$ cat src/rtl/ram_arb_pkg.sv
// Shared types and helpers for the port-A arbiter of the true dual-port RAM.
// Latency and backpressure behaviour are defined by the modules that import this package.
package ram_arb_pkg;

    typedef enum logic {
        ARB_INIT = 1'b0,
        ARB_RUN  = 1'b1
    } arb_state_e;

    // Round-robin successor: the requester after the one just served gets first look.
    function automatic int unsigned rr_next(input int unsigned ptr, input int unsigned num_req);
        return (ptr == num_req - 1) ? 0 : ptr + 1;
    endfunction

endpackage

$ cat src/rtl/rr_arbiter.sv
// Round-robin request picker: one-hot grant to the first set req bit at or after ptr.
// Purely combinational, zero latency; no backpressure, the caller consumes the grant.
module rr_arbiter #(
    parameter int N  = 4,
    parameter int IW = (N > 1) ? $clog2(N) : 1
) (
    input  logic [N-1:0]  req,
    input  logic [IW-1:0] ptr,
    output logic [N-1:0]  gnt,
    output logic [IW-1:0] gnt_idx,
    output logic          any
);

    int unsigned idx;

    always_comb begin
        gnt     = '0;
        gnt_idx = '0;
        any     = 1'b0;
        idx     = 0;
        for (int k = 0; k < N; k++) begin
            idx = (32'(ptr) + k) % N;
            if (!any && req[idx]) begin
                any          = 1'b1;
                gnt[idx]     = 1'b1;
                gnt_idx      = IW'(idx);
            end
        end
    end

endmodule

$ cat src/rtl/tdpram_port_arbiter.sv
// Shares RAM port A among NUM_REQ valid/ready requesters after an optional zero-fill sweep.
// Grant is same-cycle; read data returns 1 cycle after grant; losers simply see ready=0.
module tdpram_port_arbiter
    import ram_arb_pkg::*;
#(
    parameter int NUM_REQ          = 4,
    parameter int DATA_DEPTH       = 256,
    parameter int DATA_WIDTH       = 32,
    parameter int BYTE_WRITE_WIDTH = 8,
    parameter int INIT_CLEAR       = 1,
    parameter int ADDR_WIDTH       = $clog2(DATA_DEPTH),
    parameter int NB               = DATA_WIDTH / BYTE_WRITE_WIDTH
) (
    input  logic                                clk_a,
    input  logic                                rsta_n,
    input  logic [NUM_REQ-1:0]                  req_valid_i,
    output logic [NUM_REQ-1:0]                  req_ready_o,
    input  logic [NUM_REQ-1:0][NB-1:0]          req_we_i,
    input  logic [NUM_REQ-1:0][ADDR_WIDTH-1:0]  req_addr_i,
    input  logic [NUM_REQ-1:0][DATA_WIDTH-1:0]  req_wdata_i,
    output logic [NUM_REQ-1:0]                  rsp_valid_o,
    output logic [DATA_WIDTH-1:0]               rsp_rdata_o,
    output logic                                init_done_o,
    output logic                                ram_en_o,
    output logic [NB-1:0]                       ram_we_o,
    output logic [ADDR_WIDTH-1:0]               ram_addr_o,
    output logic [DATA_WIDTH-1:0]               ram_wdata_o,
    input  logic [DATA_WIDTH-1:0]               ram_rdata_i
);

    localparam int                    IW          = $clog2(NUM_REQ);
    localparam arb_state_e            RESET_STATE = (INIT_CLEAR != 0) ? ARB_INIT : ARB_RUN;
    localparam logic [ADDR_WIDTH-1:0] LAST_ADDR   = ADDR_WIDTH'(DATA_DEPTH - 1);

    typedef struct packed {
        logic                  en;
        logic [NB-1:0]         we;
        logic [ADDR_WIDTH-1:0] addr;
        logic [DATA_WIDTH-1:0] wdata;
    } ram_cmd_t;

    arb_state_e            state_q;
    logic [ADDR_WIDTH-1:0] clr_addr_q;
    logic [IW-1:0]         rr_ptr_q;
    logic [NUM_REQ-1:0]    rsp_vld_q;

    logic [NUM_REQ-1:0]    gnt;
    logic [IW-1:0]         gnt_idx;
    logic                  gnt_any;
    logic                  rd_gnt_vld;
    ram_cmd_t              ram_cmd;

    rr_arbiter #(
        .N  (NUM_REQ),
        .IW (IW)
    ) u_rr_arbiter (
        .req     (req_valid_i),
        .ptr     (rr_ptr_q),
        .gnt     (gnt),
        .gnt_idx (gnt_idx),
        .any     (gnt_any)
    );

    // Gated by rsta_n so the RAM port and grants stay quiet while reset is held.
    always_comb begin
        ram_cmd     = '0;
        req_ready_o = '0;
        rd_gnt_vld  = 1'b0;
        if (rsta_n) begin
            if (state_q == ARB_INIT) begin
                ram_cmd.en   = 1'b1;
                ram_cmd.we   = '1;
                ram_cmd.addr = clr_addr_q;
            end else if (gnt_any) begin
                req_ready_o   = gnt;
                ram_cmd.en    = 1'b1;
                ram_cmd.we    = req_we_i[gnt_idx];
                ram_cmd.addr  = req_addr_i[gnt_idx];
                ram_cmd.wdata = req_wdata_i[gnt_idx];
                rd_gnt_vld    = (req_we_i[gnt_idx] == '0);
            end
        end
    end

    always_ff @(posedge clk_a or negedge rsta_n) begin
        if (!rsta_n) begin
            state_q    <= RESET_STATE;
            clr_addr_q <= '0;
            rr_ptr_q   <= '0;
            rsp_vld_q  <= '0;
        end else begin
            case (state_q)
                ARB_INIT: begin
                    rsp_vld_q <= '0;
                    if (clr_addr_q == LAST_ADDR) begin
                        state_q    <= ARB_RUN;
                        clr_addr_q <= '0;
                    end else begin
                        clr_addr_q <= clr_addr_q + 1'b1;
                    end
                end
                default: begin
                    if (gnt_any) begin
                        rr_ptr_q <= IW'(rr_next(32'(gnt_idx), NUM_REQ));
                    end
                    rsp_vld_q <= rd_gnt_vld ? gnt : '0;
                end
            endcase
        end
    end

    assign init_done_o = (state_q == ARB_RUN);
    assign rsp_valid_o = rsp_vld_q;
    // Shared read bus is masked so idle cycles never leak stale RAM output.
    assign rsp_rdata_o = (|rsp_vld_q) ? ram_rdata_i : '0;

    assign ram_en_o    = ram_cmd.en;
    assign ram_we_o    = ram_cmd.we;
    assign ram_addr_o  = ram_cmd.addr;
    assign ram_wdata_o = ram_cmd.wdata;

endmodule

$ cat config.mk
export PLATFORM = sky130hd
export DESIGN_NAME = tdpram_port_arbiter
export DESIGN_NICKNAME = d
export VERILOG_FILES = /design/src/rtl/ram_arb_pkg.sv /design/src/rtl/rr_arbiter.sv /design/src/rtl/tdpram_port_arbiter.sv
export SDC_FILE = /design/constraint.sdc
export NUM_CORES = 1
export LEC_CHECK = 0
export ABC_AREA = 1
export CAP_MARGIN = 10
export CORE_AREA = 2 2 115 117
export CTS_CLUSTER_DIAMETER = 60
export DETAILED_ROUTE_END_ITERATION = 6
export DIE_AREA = 0 0 117 119
export GPL_ROUTABILITY_DRIVEN = 0
export PLACE_DENSITY = 0.68
export SLEW_MARGIN = 5
export SYNTH_ARGS = -nofsm -noshare
export SYNTH_HDL_FRONTEND = slang
export SYNTH_HIERARCHICAL = 1
export SYNTH_SLANG_ARGS = --single-unit
$ cat constraint.sdc
create_clock -name clk_a -period 7.7 [get_ports clk_a]
set_input_delay 2.31 -clock clk_a [delete_from_list [all_inputs] [get_ports clk_a]]
set_output_delay 2.31 -clock clk_a [all_outputs]
set_load 0.03 [all_outputs]
# After elaboration in Yosys (flattened, before gate mapping)
# Index checks and enable logic that the tools add are counted.
# word_totals
ff_bits	15
inputBits	214
output_inout_bits	86
elab_cells	87
# op_classes
addsub	5
n_lt_le_gt_ge	9
n_eq_ne	2
muxes	51
n_bitwise	3
reduce_logical	13
# ops
operator	count
$mux W32	3
$mux W45	2
$bmux W32 S2	1
$mux W4	10
$mux W1	17
$bmux W8 S2	1
$mux W8	2
$lt A2 B3 Y1 const B	5
$mux W13	1
$or A4 B4 Y4	3
$mux W2	5
$add A8 B1 Y8 const B	1
$bmux W1 S2	4
$bmux W4 S2	1
$demux W1 S2	4
$eq A8 B8 Y1 const B	1
$ge A2 B1 Y1 const B	4
$logic_and A1 B1 Y1	7
$add A2 B1 Y2 const B	2
$add A2 B2 Y2 const B	2
$logic_not A4 Y1	1
$reduce_or A4 Y1	1
$logic_not A1 Y1	3
$eq A2 B2 Y1 const B	1
$reduce_and A2 Y1	1

# Depth between registers and ports, before layout
# Gate-level depths: netlist of run 1.
# depth
word_depth	20
depth_mapped	17
depth_no_buf	14

# Hierarchy
# The synthesis of run 1 kept the hierarchy.
# modules_own_cells
module	n_inst	cells_each	area_per_inst_um2	seq_area_each_um2
tdpram_port_arbiter	1	513	2627.5	375.4
rr_arbiter	1	74	440.4	0.0

# Worst setup path after synthesis of run 1
# No wires, ideal clock.
# synth_timing
path_kind	input -> output
startpoint	input req_valid_i[3]
endpoint	output ram_we_o[1]
t_arrival_ps	4272
required_ps	5390
setup_slack_ps	1118
path_stages	13
n_path_buf	2
path_cell_list	inv_1 nand2_1 nand3_4 nand2_4 nor2_1 a21oi_1 nand3_1 buf_4 buf_2 nand2_1 nand3_1 nand2_1 o21ai_0
# synth_between
elab_chain_len	17
word_cells_on_any_way	27
classes_between	mux (21); reduce/logical (6)
# synth_rtl
item	line	rtl
start, declared	tdpram_port_arbiter.sv:16	input logic [NUM_REQ-1:0] req_valid_i,
$bmux W1 S2	rr_arbiter.sv:23	if (!any && req[idx]) begin
$mux W1 (implied by the code)	rr_arbiter.sv:23	
$mux W1	rr_arbiter.sv:23	
$logic_not A1 Y1	rr_arbiter.sv:23	
$logic_and A1 B1 Y1	rr_arbiter.sv:23	
$mux W1	rr_arbiter.sv:23	
$logic_not A1 Y1	rr_arbiter.sv:23	
$logic_and A1 B1 Y1	rr_arbiter.sv:23	
(+2 left out)	--	
$logic_and A1 B1 Y1	rr_arbiter.sv:23	
$mux W2 *	rr_arbiter.sv:23	
named net gnt_idx[0]	tdpram_port_arbiter.sv:48	logic [IW-1:0] gnt_idx;
$bmux W4 S2 *	tdpram_port_arbiter.sv:77	ram_cmd.we = req_we_i[gnt_idx];
$mux W4 (implied by the code) *	tdpram_port_arbiter.sv:77	
$mux W45 *	tdpram_port_arbiter.sv:74	end else if (gnt_any) begin
$mux W13 *	tdpram_port_arbiter.sv:70	if (state_q == ARB_INIT) begin
$mux W45 *	tdpram_port_arbiter.sv:69	if (rsta_n) begin
end, declared	tdpram_port_arbiter.sv:25	output logic [NB-1:0] ram_we_o,
# The timed path passes the listed nets; every way through them passes the cells marked *. The select of a mux whose other input is x is not followed.

# Worst setup path after layout of run 1
# layout_timing
startpoint	input req_valid_i[1]
endpoint	output ram_wdata_o[1]
# layout_between
elab_chain_len	17
word_cells_on_any_way	27
classes_between	mux (21); reduce/logical (6)
# layout_rtl
item	line	rtl
$bmux W1 S2	rr_arbiter.sv:23	
$mux W1 (implied by the code)	rr_arbiter.sv:23	
$mux W1	rr_arbiter.sv:23	
$logic_not A1 Y1	rr_arbiter.sv:23	
$logic_and A1 B1 Y1	rr_arbiter.sv:23	
$mux W1	rr_arbiter.sv:23	
$logic_not A1 Y1	rr_arbiter.sv:23	
$logic_and A1 B1 Y1	rr_arbiter.sv:23	
(+2 left out)	--	
$logic_and A1 B1 Y1	rr_arbiter.sv:23	
$mux W2 *	rr_arbiter.sv:23	
named net gnt_idx[0]	tdpram_port_arbiter.sv:48	
$bmux W32 S2 *	tdpram_port_arbiter.sv:79	ram_cmd.wdata = req_wdata_i[gnt_idx];
$mux W32 (implied by the code) *	tdpram_port_arbiter.sv:79	
$mux W45 *	tdpram_port_arbiter.sv:74	
$mux W32 *	tdpram_port_arbiter.sv:70	
$mux W45 *	tdpram_port_arbiter.sv:69	
end, declared	tdpram_port_arbiter.sv:27	output logic [DATA_WIDTH-1:0] ram_wdata_o,
# Marks and branches as above.

==> results by group, run 1 <==
Outcome
  – Run status: finished clean

Critical path
  – Slowest cell on crit path: clkdlybuf4s50_1
  – CP cell instances: clkdlybuf4s50_1, inv_1, nand2_1, nand3_2, nand2_4, nor2_1, a21oi_1, nand3_4, buf_12, nor2_1, nor2_1, o21ai_0, a21oi_1, clkdlybuf4s50_1
  – Worst EP required: between 5 and 6 ns
  – R2R cell count: 16
  – Reg2reg setup slack: between 4 and 5 ns
  – Crit-path most repeated cell: nor2_1
  – Worst-path maximum fanout: between 50 and 60
  – CP Launch Type: primary input
  – Critical path type: in2out
  – WP data arrival: around 5.2 ns
  – CP peak stage delay: between 0.7 and 0.8 ns
  – CP Capture Type: output pin

Logic synthesis
  – Synthesized area per cell: approximately 5.2 um^2
  – Mapped Area: approximately 0.003 mm^2
  – Top cells by area, synth: nor2_1 21%, dfrtp_1 12%, o21ai_0 10%
  – Cells after synthesis: 587
  – Seq/Total Area, Yosys: about an eighth
  – Synth top area share: approximately a fifth
  – Syn_nets: slightly above 800
  – Post-synth top area cell: nor2_1
  – Synth warn: 6
  – Seq cells post-synth: 15
  – Synth cell types: 31

Place
  – Post-DP HPWL: between 10 and 15 mm
  – DP Worst Slack: between 0.2 and 0.25 ns
  – IO Port Bufs: 299

Clock tree
  – CTS tree: built
  – Max Buffers Root-to-Sink: 2
  – Cts hold-fix bufs: 0
  – H-Tree Level Count: 1
  – Clock Pin Slew Worst Setup and Hold Paths: 0.05 ns
  – CTS buffer count: 3
  – Post-cts repair resize count: 0
  – CTS sink count: 15
  – Setup bufs post-CTS: 0
  – Worst skew pair latency: between 0.2 and 0.3 ns
  – CTS root buffer: clkbuf_16

Power
  – Maximum vdd drop: around 0.00010 V
  – Leak Pwr: around 2.7 nW
  – Total Power: 0.000411 W
  – Pwr dens: 65.5 mW/mm^2

Routing
  – DR pass1 iterations: 5
  – Vias per inst: between 4 and 5
  – Vias: ~4.7k
  – Drt drc: 0
  – DRT iter0 DRCs: approximately 250
  – Routed len/inst: about 15 um
  – Post-Route WL: around 15 mm
  – Antenna-violating nets left: 0

Die
  – Die X-Extent: between 100 and 150 um
  – Die area: 0.0139 mm^2
  – Die height: ~120 um
  – Core area: ~0.013 mm^2
  – Initial Util: a little under a quarter
  – Boundary Pins: 300
  – FP Rows: 42

Timing
  – Layout Skew: between 0.001 and 0.0015 ns
  – Slew HR: ~53%
  – Max Freq: 0.134 GHz
  – Final hold violations: 0
  – Final setup viols: 0
  – Slew @ Worst Pin: a little over 0.7 ns
  – Period utilization: between 90% and 100%
  – Unrepaired setup endpoints after global routing: no
  – Setup TNS: 0 ns
  – Final worst slack: 0.211 ns
  – Fin. max-slew vios: 0
  – Final min period: between 7 and 8 ns

Final layout
  – Area Overhead vs Synth: 105%
  – Final Util: between 40% and 50%
  – Ratio of cells with drive above 1 in the final layout: 5.91%
  – Antenna diode instance count: 0
  – Nets: ~1.1k

GRT
  – Vias in the first global route: between 4k and 5k
  – Total global routing overflow: 0
  – Largest net degree at the start of global routing: 55
  – Initial antenna violation count: 1
  – First-pass GRT wire length: approximately 23 mm
  – Total GRT Usage: roughly a fifth

Min path
  – Hold Path Cell Cnt: 2
  – Worst min-delay path class: reg2reg

Job
  – MaxCap Viol Count: 0
-- per-stage QoR --
step           hold slack, ns  cells  area (um^2)
5_1_grt                 0.591   1039         6280
4_1_cts                 0.547   1039         6270
3_5_place_dp            0.534   1035         6190
2_1_floorplan           0.494    587         3070
3_3_place_gp            0.523   1035         6190
6_report                0.546   1039         6280
-- power breakdown --
part / internal (W) / switching, W / total [W] / leakage (nW)
Sequential: 0.0000789 / 0 / 0.0000789 / 0.195
Combinational: 0.000133 / 0.0000931 / 0.000226 / 2.50
Clock: 0.0000700 / 0.0000359 / 0.000106 / 0.0371
-- cells in the mapped netlist --
cell type  count
a21boi_0       4
a21oi_1       48
buf_1          1
buf_2         16
buf_4          2
buf_6          7
clkbuf_1      11
dfrtp_1       15
ha_1           7
inv_1         65
inv_2          2
inv_4          2
mux2_2         1
nand2_1       72
nand2_2        9
nand2_4        1
nand3_1       44
nand3_2        2
nand3_4        1
nand4_1        9
nor2_1       172
nor2_4         1
nor2_8         1
nor3_1         2
nor3_2         4
nor4_2         1
o21ai_0       62
o21ai_1       21
o31ai_1        1
xnor2_1        1
xor2_1         2
-- routing by layer --
metal  global-route usage [%]  up-vias  part of all wire [%]
li1                         -     2429                     -
met1                     26.0     2085                    41
met2                     36.3      188                    49
met3                     5.45       12                   8.8
met4                     2.06        0                  0.84
met5                        0        -                     0
-- cells in the final DEF, fill, tap and decap left out --
| cell | Yosys | final |
|---|---|---|
| nand3_2 | 2 | 3 |
| a21boi_0 | 4 | 4 |
| xor2_1 | 2 | 2 |
| nand2_1 | 72 | 72 |
| nand2_4 | 1 | 1 |
| clkinvlp_4 | 0 | 1 |
| dfrtp_1 | 15 | 15 |
| nand4_1 | 9 | 9 |
| xnor2_1 | 1 | 1 |
| nand3_4 | 1 | 2 |
| nor2_8 | 1 | 1 |
| mux2_2 | 1 | 1 |
| nor2_1 | 172 | 172 |
| ha_1 | 7 | 7 |
| a21oi_1 | 48 | 48 |
| inv_4 | 2 | 2 |
| buf_4 | 2 | 16 |
| buf_12 | 0 | 4 |
| o31ai_1 | 1 | 1 |
| clkdlybuf4s50_1 | 0 | 287 |
| o21ai_1 | 21 | 21 |
| nand3_1 | 44 | 42 |
| nor4_4 | 0 | 1 |
| o21ai_0 | 62 | 62 |
| nor3_2 | 4 | 4 |
| nor3_1 | 2 | 2 |
| dlymetal6s2s_1 | 0 | 2 |
| clkbuf_16 | 0 | 3 |
| nor2_4 | 1 | 1 |
| nand2_2 | 9 | 9 |
| inv_2 | 2 | 2 |
| inv_1 | 65 | 65 |
-- cell families after synthesis --
group | synth area share [%]
AOI/OAI and AO/OA | 22.6
xor gates and xnor gates | 0.857
adders and majority gates | 2.85
buffers and inverters | 15.7
DFF | 12.2
muxes | 0.367
and+or+nand+nor | 45.4
-- registers in the layout (all words and copies together) (netlist names) --
register / flops
init_done_o: 1
rr_ptr_q: 2
clr_addr_q: 8
rsp_valid_o: 4
-- cell type report --
class | count | area (um^2)
clock inverters | 1 | 7.51
fillers | 1324 | 6600
flip-flops and latches | 15 | 375
inverters | 69 | 264
well taps | 176 | 220
repair buffers | 309 | 3100
multi-input cells | 466 | 2240
clock buffers | 3 | 75.1
-- worst paths after layout --
check / start / to
min in group asynchronous: rsta_n / rr_ptr_q[1]
worst min-delay path: clr_addr_q[4] / clr_addr_q[4]
worst max-delay path: req_valid_i[1] / ram_wdata_o[1]
worst max register to register: rr_ptr_q[0] / rsp_valid_o[2]
worst min register to register: clr_addr_q[4] / clr_addr_q[4]
max in group asynchronous: rsta_n / clr_addr_q[5]
-- critical path: cells and delay by family --
kind	cells	cell delay, ns
AOI/OAI and AO/OA	3	0.48
buffers and inverters	4	1.45
and+or+nand+nor	7	0.92
Power figures use the tool's default switching activity.
==> inputs of run 2 (changes only) <==
- clock period: 7.7 -> 8.8 ns (I/O delays scaled with it)
==> results by group, run 2 (same netlist as run 1, synthesis figures left out) <==
Final layout
  – Largest reg by FF count: clr_addr_q
  – Commonest non-fill, non-tap cells in the layout: 298 x clkdlybuf4s50_1, 172 x nor2_1, 72 x nand2_1, 65 x inv_1, 62 x o21ai_0
  – Ratio of cells with drive above 1 in the final layout: 4.53%
  – Number of flip-flops in the largest register: 8
  – Nets: around 1.1k
  – Antenna diode instance count: 0
  – Area Overhead vs Synth: 104%
  – # fillers: ~1.3k
  – Commonest non-fill, non-tap cell in the layout: clkdlybuf4s50_1

Critical path
  – Critical path type: in2out
  – CP peak stage delay: 0.72 ns
  – Worst EP required: between 6 and 7 ns
  – WP data arrival: between 5 and 6 ns
  – Slowest cell on crit path: clkdlybuf4s50_1
  – Crit-path most repeated cell: nor2_1
  – Worst-path maximum fanout: just over 70
  – CP Launch Type: primary input
  – CP Capture Type: output pin
  – CP cell instances: clkdlybuf4s50_1, inv_1, nand2_1, nand3_2, nand2_4, nor2_1, a21oi_1, nand3_4, buf_12, nor2_1, nor2_1, o21ai_0, a21oi_1, clkdlybuf4s50_1

Power
  – Gate power share: a little under three fifths
  – Sequential Power Share: between 10% and 20%
  – Sw Pwr: approximately 0.00011 W
  – Clk network pwr share: between 20% and 30%
  – Leak Pwr: roughly 2.7 nW
  – Maximum vdd drop: just under 0.00007 V
  – Pwr dens: 56.6 mW/mm^2
  – Internal power: 0.000245 W
  – Sw Ratio: 30.7%

Timing
  – Max Freq: between 0.1 and 0.15 GHz
  – Slew HR: a little over half
  – Layout Skew: roughly 0.00086 ns
  – Final setup viols: 0
  – Fin. max-slew vios: 0
  – Unrepaired setup endpoints after global routing: no
  – Slew @ Worst Pin: 0.718 ns
  – Final hold violations: 0
  – Final worst slack: around 0.53 ns
  – Final min period: between 8 and 9 ns
  – Period utilization: between 90% and 100%
  – Setup TNS: 0 ns

Routing
  – DR pass1 iterations: 5
  – Post-Route WL: roughly 15 mm
  – DRT iter0 DRCs: between 300 and 400
  – Vias: 4728
  – Routed len/inst: 14.9 um
  – Drt drc: 0
  – Vias per inst: between 4 and 5
  – Antenna-violating nets left: 0

Place
  – IO Port Bufs: around 300
  – DP Worst Slack: about 0.55 ns
  – Post-DP HPWL: roughly 12 mm

Clock tree
  – Max Buffers Root-to-Sink: 2
  – Post-cts repair resize count: 0
  – H-Tree Level Count: 1
  – Cts hold-fix bufs: 0
  – CTS root buffer: clkbuf_16
  – CTS sink count: 15
  – CTS tree: built
  – Clock Pin Slew Worst Setup and Hold Paths: 0.05 ns
  – Worst skew pair latency: around 0.24 ns
  – Setup bufs post-CTS: 0
  – CTS buffer count: 3

GRT
  – Total global routing overflow: 0
  – Vias in the first global route: 4289
  – Initial antenna violation count: 0
  – Largest net degree at the start of global routing: 73
  – Total GRT Usage: 20.2%
  – First-pass GRT wire length: ~22 mm

Min path
  – Worst min-delay path class: reg2reg

Die
  – Initial Util: between 20% and 30%
  – Core area: between 0.01 and 0.015 mm^2
  – Die height: about 120 um
  – Die area: approximately 0.014 mm^2
  – Boundary Pins: 300
  – FP Rows: 42
  – Die X-Extent: approximately 120 um

Job
  – MaxCap Viol Count: 0

Outcome
  – Run status: finished clean
## run 2: cell types whose count changed in the layout (fill, tap and decap cells not counted)
cell	delta
clkinvlp_4	-1
clkbuf_1	+1
dlymetal6s2s_1	-2
buf_12	-2
buf_4	-9
clkdlybuf4s50_1	+11
## run 2: area by class of cell
cell class / instances / area [um^2] / area share (%)
timing repair buffer: 307 / 3080 / 49.2
multi-input combinational: 466 / 2240 / 35.8
sequential: 15 / 375 / 6.01
inverter: 69 / 264 / 4.22
tap: 176 / 220 / 3.52
clock buffer: 4 / 78.8 / 1.26
## run 2: path summary, 6_finish.rpt
path | slack (ns) | end | cells past startpoint | start
max | 0.53 | ram_wdata_o[0] | 14 | req_valid_i[1]
min | 0.54 | clr_addr_q[4] | 2 | clr_addr_q[4]
max reg2reg | 5.68 | rsp_valid_o[3] | 13 | rr_ptr_q[0]
min reg2reg | 0.54 | clr_addr_q[4] | 2 | clr_addr_q[4]
max in group asynchronous | 5.83 | rsp_valid_o[0] | 2 | rsta_n
min in group asynchronous | 2.77 | init_done_o | 2 | rsta_n
## run 2: power by group through the flow
| stage | registers, W | logic, W | clock network [W] |
|---|---|---|---|
| floorplan | 0.0000703 | 0.0000791 | 0 |
| global placement | 0.0000702 | 0.000194 | 0 |
| detailed placement | 0.0000702 | 0.000195 | 0 |
| CTS | 0.0000690 | 0.000196 | 0.0000930 |
| finish | 0.0000691 | 0.000195 | 0.0000899 |
| global route | 0.0000690 | 0.000214 | 0.0000967 |
## run 2: metrics by stage
stage               util, %  instance area, um^2  hold slack, ns  total power (W)  cells
detailed placement     47.9                 6170           0.523         0.000265   1033
global placement       47.9                 6170           0.526         0.000264   1033
floorplan                 -                 3070           0.494         0.000149    587
global route           48.5                 6250           0.568         0.000380   1037
CTS                    48.5                 6250           0.539         0.000358   1037
finish                 48.5                 6250           0.539         0.000354   1037
## run 2: worst max-delay path, delay by kind of cell
kind,cells,cell delay (ns)
simple gates,7,0.93
compound gates,3,0.51
buf+inv,4,1.49
## run 2: metal layers
layer	part of all wire (%)	up-vias	GRT usage, %
li1	-	2423	-
met1	41	2073	25.0
met2	49	212	36.4
met3	8.5	20	4.33
met4	1.4	0	2.94
met5	0	-	0
